<file path="src/rtl/ct_ciu_snb_age_pkg.sv">
// ct_ciu_snb_age_pkg: shared sizes and entry state encodings for the SNB age controller
package ct_ciu_snb_age_pkg;
  localparam int SNB_DEPTH = 24;
  localparam int SNB_CNT_W = $clog2(SNB_DEPTH + 1);
  typedef enum logic [1:0] {
    IDLE   = 2'b00,
    WAIT   = 2'b01,
    ISSUED = 2'b10
  } snb_state_e;
endpackage

</file>
<file path="src/rtl/ct_ciu_snb_age_entry.sv">
// ct_ciu_snb_age_entry: one SNB entry's request FSM and age row
// Inputs: alloc_hit (grant lands here), alloc_mask (older entries at grant time),
//   dealloc_col (entries leaving, cleared from this row), sel_bit/issue_rdy (issue),
//   dealloc_bit (this entry completes), reissue_bit under CIU_SNB_AGE_REISSUE_EN.
// Outputs: req_vld (WAIT), entry_vld (occupied), age_row (bit j = entry j older).
module ct_ciu_snb_age_entry
  import ct_ciu_snb_age_pkg::*;
#(
  parameter int DEPTH = SNB_DEPTH,
  parameter int IDX   = 0
) (
  input  logic             forever_cpuclk,
  input  logic             cpurst_b,
  input  logic             alloc_hit,
  input  logic [DEPTH-1:0] alloc_mask,
  input  logic [DEPTH-1:0] dealloc_col,
  input  logic             sel_bit,
  input  logic             issue_rdy,
  input  logic             dealloc_bit,
`ifdef CIU_SNB_AGE_REISSUE_EN
  input  logic             reissue_bit,
`endif
  output logic             req_vld,
  output logic             entry_vld,
  output logic [DEPTH-1:0] age_row
);
  localparam logic [DEPTH-1:0] SELF = DEPTH'(1) << IDX;
  snb_state_e       state_q, state_d;
  logic [DEPTH-1:0] age_q, age_d;
  logic             dealloc_hit, issue_hit, reissue_hit;
  always_comb begin
    dealloc_hit = dealloc_bit & (state_q != IDLE);
    issue_hit   = (state_q == WAIT) & sel_bit & issue_rdy;
`ifdef CIU_SNB_AGE_REISSUE_EN
    reissue_hit = (state_q == ISSUED) & reissue_bit;
`else
    reissue_hit = 1'b0;
`endif
    state_d = dealloc_hit ? IDLE : alloc_hit ? WAIT : issue_hit ? ISSUED : reissue_hit ? WAIT : state_q;
    age_d   = dealloc_hit ? '0 : alloc_hit ? (alloc_mask & ~SELF) : (age_q & ~dealloc_col);
  end
  always_ff @(posedge forever_cpuclk or negedge cpurst_b) begin
    if (!cpurst_b) begin
      state_q <= IDLE;
      age_q   <= '0;
    end else begin
      state_q <= state_d;
      age_q   <= age_d;
    end
  end
  assign req_vld   = state_q == WAIT;
  assign entry_vld = state_q != IDLE;
  assign age_row   = age_q;
endmodule

</file>
<file path="src/rtl/ct_ciu_snb_age_ctrl.sv">
// ct_ciu_snb_age_ctrl: SNB entry allocation, age matrix and request-state control
// Inputs: alloc_req, sel (one-hot winner), issue_rdy, dealloc_vld (multi-hot),
//   reissue_vld when CIU_SNB_AGE_REISSUE_EN is defined.
// Outputs: alloc_gnt/alloc_idx, req_vld, entry_age_vect (entry i at [i*DEPTH +: DEPTH]),
//   entry_vld, full, empty, vld_cnt.
module ct_ciu_snb_age_ctrl
  import ct_ciu_snb_age_pkg::*;
#(
  parameter int DEPTH = SNB_DEPTH,
  parameter int CNT_W = SNB_CNT_W
) (
  input  logic                   forever_cpuclk,
  input  logic                   cpurst_b,
  input  logic                   alloc_req,
  output logic                   alloc_gnt,
  output logic [DEPTH-1:0]       alloc_idx,
  input  logic [DEPTH-1:0]       sel,
  input  logic                   issue_rdy,
  input  logic [DEPTH-1:0]       dealloc_vld,
`ifdef CIU_SNB_AGE_REISSUE_EN
  input  logic [DEPTH-1:0]       reissue_vld,
`endif
  output logic [DEPTH-1:0]       req_vld,
  output logic [DEPTH*DEPTH-1:0] entry_age_vect,
  output logic [DEPTH-1:0]       entry_vld,
  output logic                   full,
  output logic                   empty,
  output logic [CNT_W-1:0]       vld_cnt
);
  logic [DEPTH-1:0] free, alloc_oh, alloc_hit, alloc_mask;
  logic [CNT_W-1:0] vld_cnt_q, vld_cnt_d;
  always_comb begin
    free       = ~entry_vld;
    alloc_oh   = free & (~free + DEPTH'(1));
    alloc_gnt  = alloc_req & ~full;
    alloc_hit  = alloc_gnt ? alloc_oh : '0;
    alloc_mask = entry_vld & ~dealloc_vld;
    vld_cnt_d  = vld_cnt_q + CNT_W'(alloc_gnt) - CNT_W'($countones(dealloc_vld & entry_vld));
  end
  always_ff @(posedge forever_cpuclk or negedge cpurst_b) begin
    if (!cpurst_b) vld_cnt_q <= '0;
    else vld_cnt_q <= vld_cnt_d;
  end
  assign alloc_idx = alloc_oh;
  assign full      = vld_cnt_q == CNT_W'(DEPTH);
  assign empty     = vld_cnt_q == '0;
  assign vld_cnt   = vld_cnt_q;
  for (genvar i = 0; i < DEPTH; i++) begin : g_entry
    ct_ciu_snb_age_entry #(.DEPTH(DEPTH), .IDX(i)) u_entry (
      .forever_cpuclk(forever_cpuclk),
      .cpurst_b      (cpurst_b),
      .alloc_hit     (alloc_hit[i]),
      .alloc_mask    (alloc_mask),
      .dealloc_col   (dealloc_vld),
      .sel_bit       (sel[i]),
      .issue_rdy     (issue_rdy),
      .dealloc_bit   (dealloc_vld[i]),
`ifdef CIU_SNB_AGE_REISSUE_EN
      .reissue_bit   (reissue_vld[i]),
`endif
      .req_vld       (req_vld[i]),
      .entry_vld     (entry_vld[i]),
      .age_row       (entry_age_vect[i*DEPTH +: DEPTH])
    );
  end
endmodule

</file>
<file path="config.mk">
export PLATFORM = sky130hd
export DESIGN_NAME = ct_ciu_snb_age_ctrl
export DESIGN_NICKNAME = d
export VERILOG_FILES = /design/src/rtl/ct_ciu_snb_age_pkg.sv /design/src/rtl/ct_ciu_snb_age_entry.sv /design/src/rtl/ct_ciu_snb_age_ctrl.sv
export SDC_FILE = /design/constraint.sdc
export NUM_CORES = 1
export LEC_CHECK = 0
export BUFFER_PORTS_ARGS = -buffer_cell sky130_fd_sc_hd__buf_2
export CAP_MARGIN = 20
export CORE_AREA = 5 5 271 273
export DETAILED_ROUTE_END_ITERATION = 10
export DIE_AREA = 0 0 276 278
export SKIP_LAST_GASP = 1
export SLEW_MARGIN = 20
export SYNTH_ARGS = -nofsm -noshare
export SYNTH_HDL_FRONTEND = slang
export SYNTH_SLANG_ARGS = --single-unit
</file>
<file path="constraint.sdc">
create_clock -name forever_cpuclk -period 5.65 [get_ports forever_cpuclk]
set_input_delay 0.565 -clock forever_cpuclk [delete_from_list [all_inputs] [get_ports forever_cpuclk]]
set_output_delay 0.565 -clock forever_cpuclk [all_outputs]
set_load 0.01 [all_outputs]
</file>
==> results_tabular.tex <==
\begin{tabular}{lr}
\hline
Metric & Value \\
\hline
\multicolumn{2}{l}{\textbf{Clock tree}} \\
Post-CTS sizing & 0 \\
Worst-Skew Late Latency & 0.62 ns \\
CTS Buffer Depth & 3 \\
Setup bufs post-CTS & 0 \\
Clock-pin slew of the registers on the worst-case setup and hold paths & 0.06 ns \\
CTS Root Cell & sky130\_fd\_sc\_hd\_\_clkbuf\_16 \\
Clock tree from TritonCTS & yes \\
Clock tree sinks & 629 \\
Clock buffer count from CTS & 72 \\
H-Tree Depth & 3 \\
Post-CTS Hold Fix Bufs & 0 \\
\multicolumn{2}{l}{\textbf{Die}} \\
Row Count & 98 \\
Number of top-level pins & 708 \\
DIE AREA & 76,700 um\^{}2 \\
Height of the die & 278 um \\
Die Span X & 276 um \\
Std-Cell Core Area & 70,900 um\^{}2 \\
Starting density of the core & 0.375 \\
\multicolumn{2}{l}{\textbf{Timing}} \\
Worst slack on hold paths & 0.0124 ns \\
Maximum achievable frequency & 199 MHz \\
Normalized max-slew margin & 0.192 \\
Unrepaired setup endpoints after global routing & no \\
Final Hold Vio Count & 0 \\
Pins Over Slew Limit & 0 \\
Setup ws final & 0.630 ns \\
Final Setup Violations & 0 \\
Final critical path time including I/O delays and setup & 5.02 ns \\
Post-route clock period utilization & 0.888 \\
Largest clock skew in the final design & 0.0276 ns \\
Measured slew at the worst slew-check pin & 1.21 ns \\
Fin Setup TNS & 0 ns \\
\multicolumn{2}{l}{\textbf{Logic synthesis}} \\
Syn Area/Cell & 10.3 um\^{}2 \\
Share of the yosys chip area belonging to registers & 0.592 \\
Compound-gate portion of the synthesized area & 0.125 \\
Post-Synth Adder-Cell Area & 0.0266 \\
Dominant combinational cell family by area after synthesis & simple AND/OR/NAND/NOR gates \\
Post-synthesis cell count & 2,574 \\
Cell area after synthesis & 26,600 um\^{}2 \\
Syn nets & 2,670 \\
Count of unique library cells instantiated by Yosys & 56 \\
Proportion of register bits with asynchronous set or reset after synthesis & 1.00 \\
Multiplexer fraction of the synthesized cell area & 0.0142 \\
Count of flip-flops with a built-in enable after synthesis & 0 \\
Xor-xnor portion of the synthesized cell area & 0.00165 \\
Most used flip-flop cell after synthesis & sky130\_fd\_sc\_hd\_\_dfrtp\_1 \\
Flop and latch count out of synthesis & 629 \\
Post-synthesis simple-gate area fraction & 0.178 \\
Yosys warning total & 0 \\
\multicolumn{2}{l}{\textbf{Critical path}} \\
Worst Path Required & 6.19 ns \\
Arrival time reported for the critical path endpoint & 5.56 ns \\
Worst-path fanout max & 4 \\
Minimum setup slack among reg-to-reg paths & 0.63 ns \\
Crit Path Class & reg2reg \\
Launching element type of the critical path & flip-flop \\
Critical path buffer and inverter count & 5 \\
R2R cell count & 19 \\
Slowest cell delay on critical path & 0.54 ns \\
Reg-to-reg endpoint & vld\_cnt[4] \\
FF-to-FF Start & g\_entry[22].u\_entry.state\_q[0] \\
Max stage delay cell, worst path & sky130\_fd\_sc\_hd\_\_fa\_1 \\
Critical path endpoint category & flip-flop \\
Worst path cell trace & nor2\_1 > inv\_1 > and2\_1 > fa\_1 > inv\_1 > ha\_1 > inv\_1 > fa\_1 > fa\_1 > fa\_1 > inv\_1 > fa\_1 > ha\_1 > ha\_1 > inv\_1 > fa\_1 > xnor2\_1 > xnor2\_1 > xnor2\_1 \\
Kind of cell with the highest combined delay on the critical path & adder cells \\
Most frequent CP cell & sky130\_fd\_sc\_hd\_\_fa\_1 \\
\multicolumn{2}{l}{\textbf{Layout}} \\
Final cell utilization of the core & 0.475 \\
Fraction of final layout cells with drive strength greater than 1 & 0.319 \\
Number of nets in the layout & 3,283 \\
Final Non-Filler Cells & 4,200 \\
Area growth from synthesis to final layout & 26.5\% \\
\multicolumn{2}{l}{\textbf{Detailed routing}} \\
Routed Wire Length & 130,000 um \\
Count of nets left with antenna violations after detail routing & 0 \\
DRC marker count from the first detailed-route iteration & 2,592 \\
Post-detailed-route via-to-cell ratio & 5.81 \\
Vias after detailed routing & 24,400 \\
Pre-antenna DRT Iters & 8 \\
DRC violation count after routing & 0 \\
Wirelength per Cell & 30.9 um \\
\multicolumn{2}{l}{\textbf{Global routing}} \\
Vias in the first global route & 23,700 \\
Global-route usage over all layers & 0.324 \\
Initial antenna violation count & 9 \\
GRT Residual Overflow & 0 \\
Wire length of the first global-routing pass & 183,000 um \\
Pin count of the biggest net entering global routing & 155 \\
\multicolumn{2}{l}{\textbf{Run status}} \\
Status & finished clean \\
\multicolumn{2}{l}{\textbf{Worst hold path}} \\
Min-delay worst type & in2async \\
\multicolumn{2}{l}{\textbf{Power}} \\
Maximum ir drop on the vdd rail & 0.220 mV \\
Static leakage & 17.4 nW \\
P per Cell Area & 325 nW/um\^{}2 \\
\multicolumn{2}{l}{\textbf{Placed design}} \\
Port-buffer cells & 707 \\
Number of placed instances with taps included & 4,063 \\
Detailed Place HPWL & 89,800 um \\
RePlAce Congestion & 0.870 \\
Pre-CTS setup slack & 0.423 ns \\
\multicolumn{2}{l}{\textbf{Flow run}} \\
Number of max-cap violations & 0 \\
\hline
\end{tabular}
==> cell families after synthesis <==
logic type / after synthesis
AOI/OAI and AO/OA: 466
xor gates and xnor gates: 5
adders and majority gates: 44
and+or+nand+nor: 1010
muxes: 37
buffers and inverters: 383
DFF: 629
==> area by class of cell <==
cell class	instances	area [um^2]
diodes	7	17.5
clock buffers	97	2020
clock inverters	33	433
fillers	6783	37200
inverters	92	345
multi-input cells	1562	9400
flip-flops and latches	629	15700
well taps	950	1190
repair buffers	830	4520
==> worst max path at each step <==
stage / from / end / slack, ns / cells after the start
after floorplan: dealloc_vld[23] / vld_cnt[4] / 0.27 / 20
after global placement: dealloc_vld[22] / vld_cnt[4] / 0.43 / 18
after detailed placement: dealloc_vld[22] / vld_cnt[4] / 0.42 / 18
after CTS: g_entry[22].u_entry.state_q[0] / vld_cnt[4] / 0.57 / 19
after global routing: g_entry[21].u_entry.state_q[0] / vld_cnt[4] / 0.38 / 20
final: g_entry[22].u_entry.state_q[0] / vld_cnt[4] / 0.63 / 19
==> layout by cell type (no fill, tap or decap), types with 12 or more instances in the layout <==
master,netlist,layout
sky130_fd_sc_hd__clkbuf_8,0,12
sky130_fd_sc_hd__buf_4,52,119
sky130_fd_sc_hd__dfrtp_1,629,629
sky130_fd_sc_hd__nand2_1,103,103
sky130_fd_sc_hd__inv_1,85,85
sky130_fd_sc_hd__fa_1,21,21
sky130_fd_sc_hd__nor4_1,25,21
sky130_fd_sc_hd__clkbuf_1,203,13
sky130_fd_sc_hd__nor3b_1,21,21
sky130_fd_sc_hd__nor2_2,2,27
sky130_fd_sc_hd__a31o_2,14,14
sky130_fd_sc_hd__o211ai_1,14,14
sky130_fd_sc_hd__a21oi_1,114,114
sky130_fd_sc_hd__clkbuf_16,0,72
sky130_fd_sc_hd__nor2_1,461,429
sky130_fd_sc_hd__ha_1,23,23
sky130_fd_sc_hd__clkinv_2,0,15
sky130_fd_sc_hd__nor3_1,248,242
sky130_fd_sc_hd__mux2i_1,32,32
sky130_fd_sc_hd__a31oi_1,99,99
sky130_fd_sc_hd__nor2b_1,40,40
sky130_fd_sc_hd__nand3b_1,15,15
sky130_fd_sc_hd__buf_2,26,706
sky130_fd_sc_hd__nand3_1,41,39
sky130_fd_sc_hd__a2111oi_0,168,168
==> cell usage after synthesis (32+ instances only) <==
library cell / n / share of area
sky130_fd_sc_hd__buf_4: 52 / 0.015
sky130_fd_sc_hd__nand2_1: 103 / 0.015
sky130_fd_sc_hd__inv_1: 85 / 0.012
sky130_fd_sc_hd__a2111oi_0: 168 / 0.055
sky130_fd_sc_hd__mux2i_1: 32 / 0.012
sky130_fd_sc_hd__nor3_1: 248 / 0.047
sky130_fd_sc_hd__clkbuf_1: 203 / 0.029
sky130_fd_sc_hd__nand3_1: 41 / 0.0077
sky130_fd_sc_hd__nor2b_1: 40 / 0.0094
sky130_fd_sc_hd__a31oi_1: 99 / 0.023
sky130_fd_sc_hd__a21oi_1: 114 / 0.021
sky130_fd_sc_hd__dfrtp_1: 629 / 0.59
sky130_fd_sc_hd__nor2_1: 461 / 0.065
==> power breakdown <==
group | internal, mW | switching, mW | leakage (nW) | total, mW
logic | 0.427 | 0.936 | 7.47 | 1.36
clock network | 2.89 | 2.02 | 1.21 | 4.91
registers | 4.60 | 0.0686 | 8.77 | 4.67
==> metal layers <==
metal / track usage / vias to the layer above / part of all wire
li1: - / 10300 / -
met5: 0 / - / 0.00012
met2: 0.523 / 1486 / 0.47
met3: 0.0856 / 250 / 0.098
met4: 0.112 / 2 / 0.038
met1: 0.429 / 12400 / 0.40
==> sequential cells by signal, indices dropped and copies added, names as in the netlist <==
register	flops
g_entry.u_entry.age_row	576
g_entry.u_entry.state_q	48
vld_cnt	5
==> through the flow <==
| stage | instance area (um^2) | power (mW) |
|---|---|---|
| after floorplan | 26600 | 5.46 |
| after global placement | 31200 | 6.13 |
| after detailed placement | 31200 | 6.13 |
| after CTS | 33600 | 11.0 |
| after global routing | 33600 | 11.3 |
| final | 33700 | 10.9 |
Note: power is estimated with default switching activity, not from simulation.
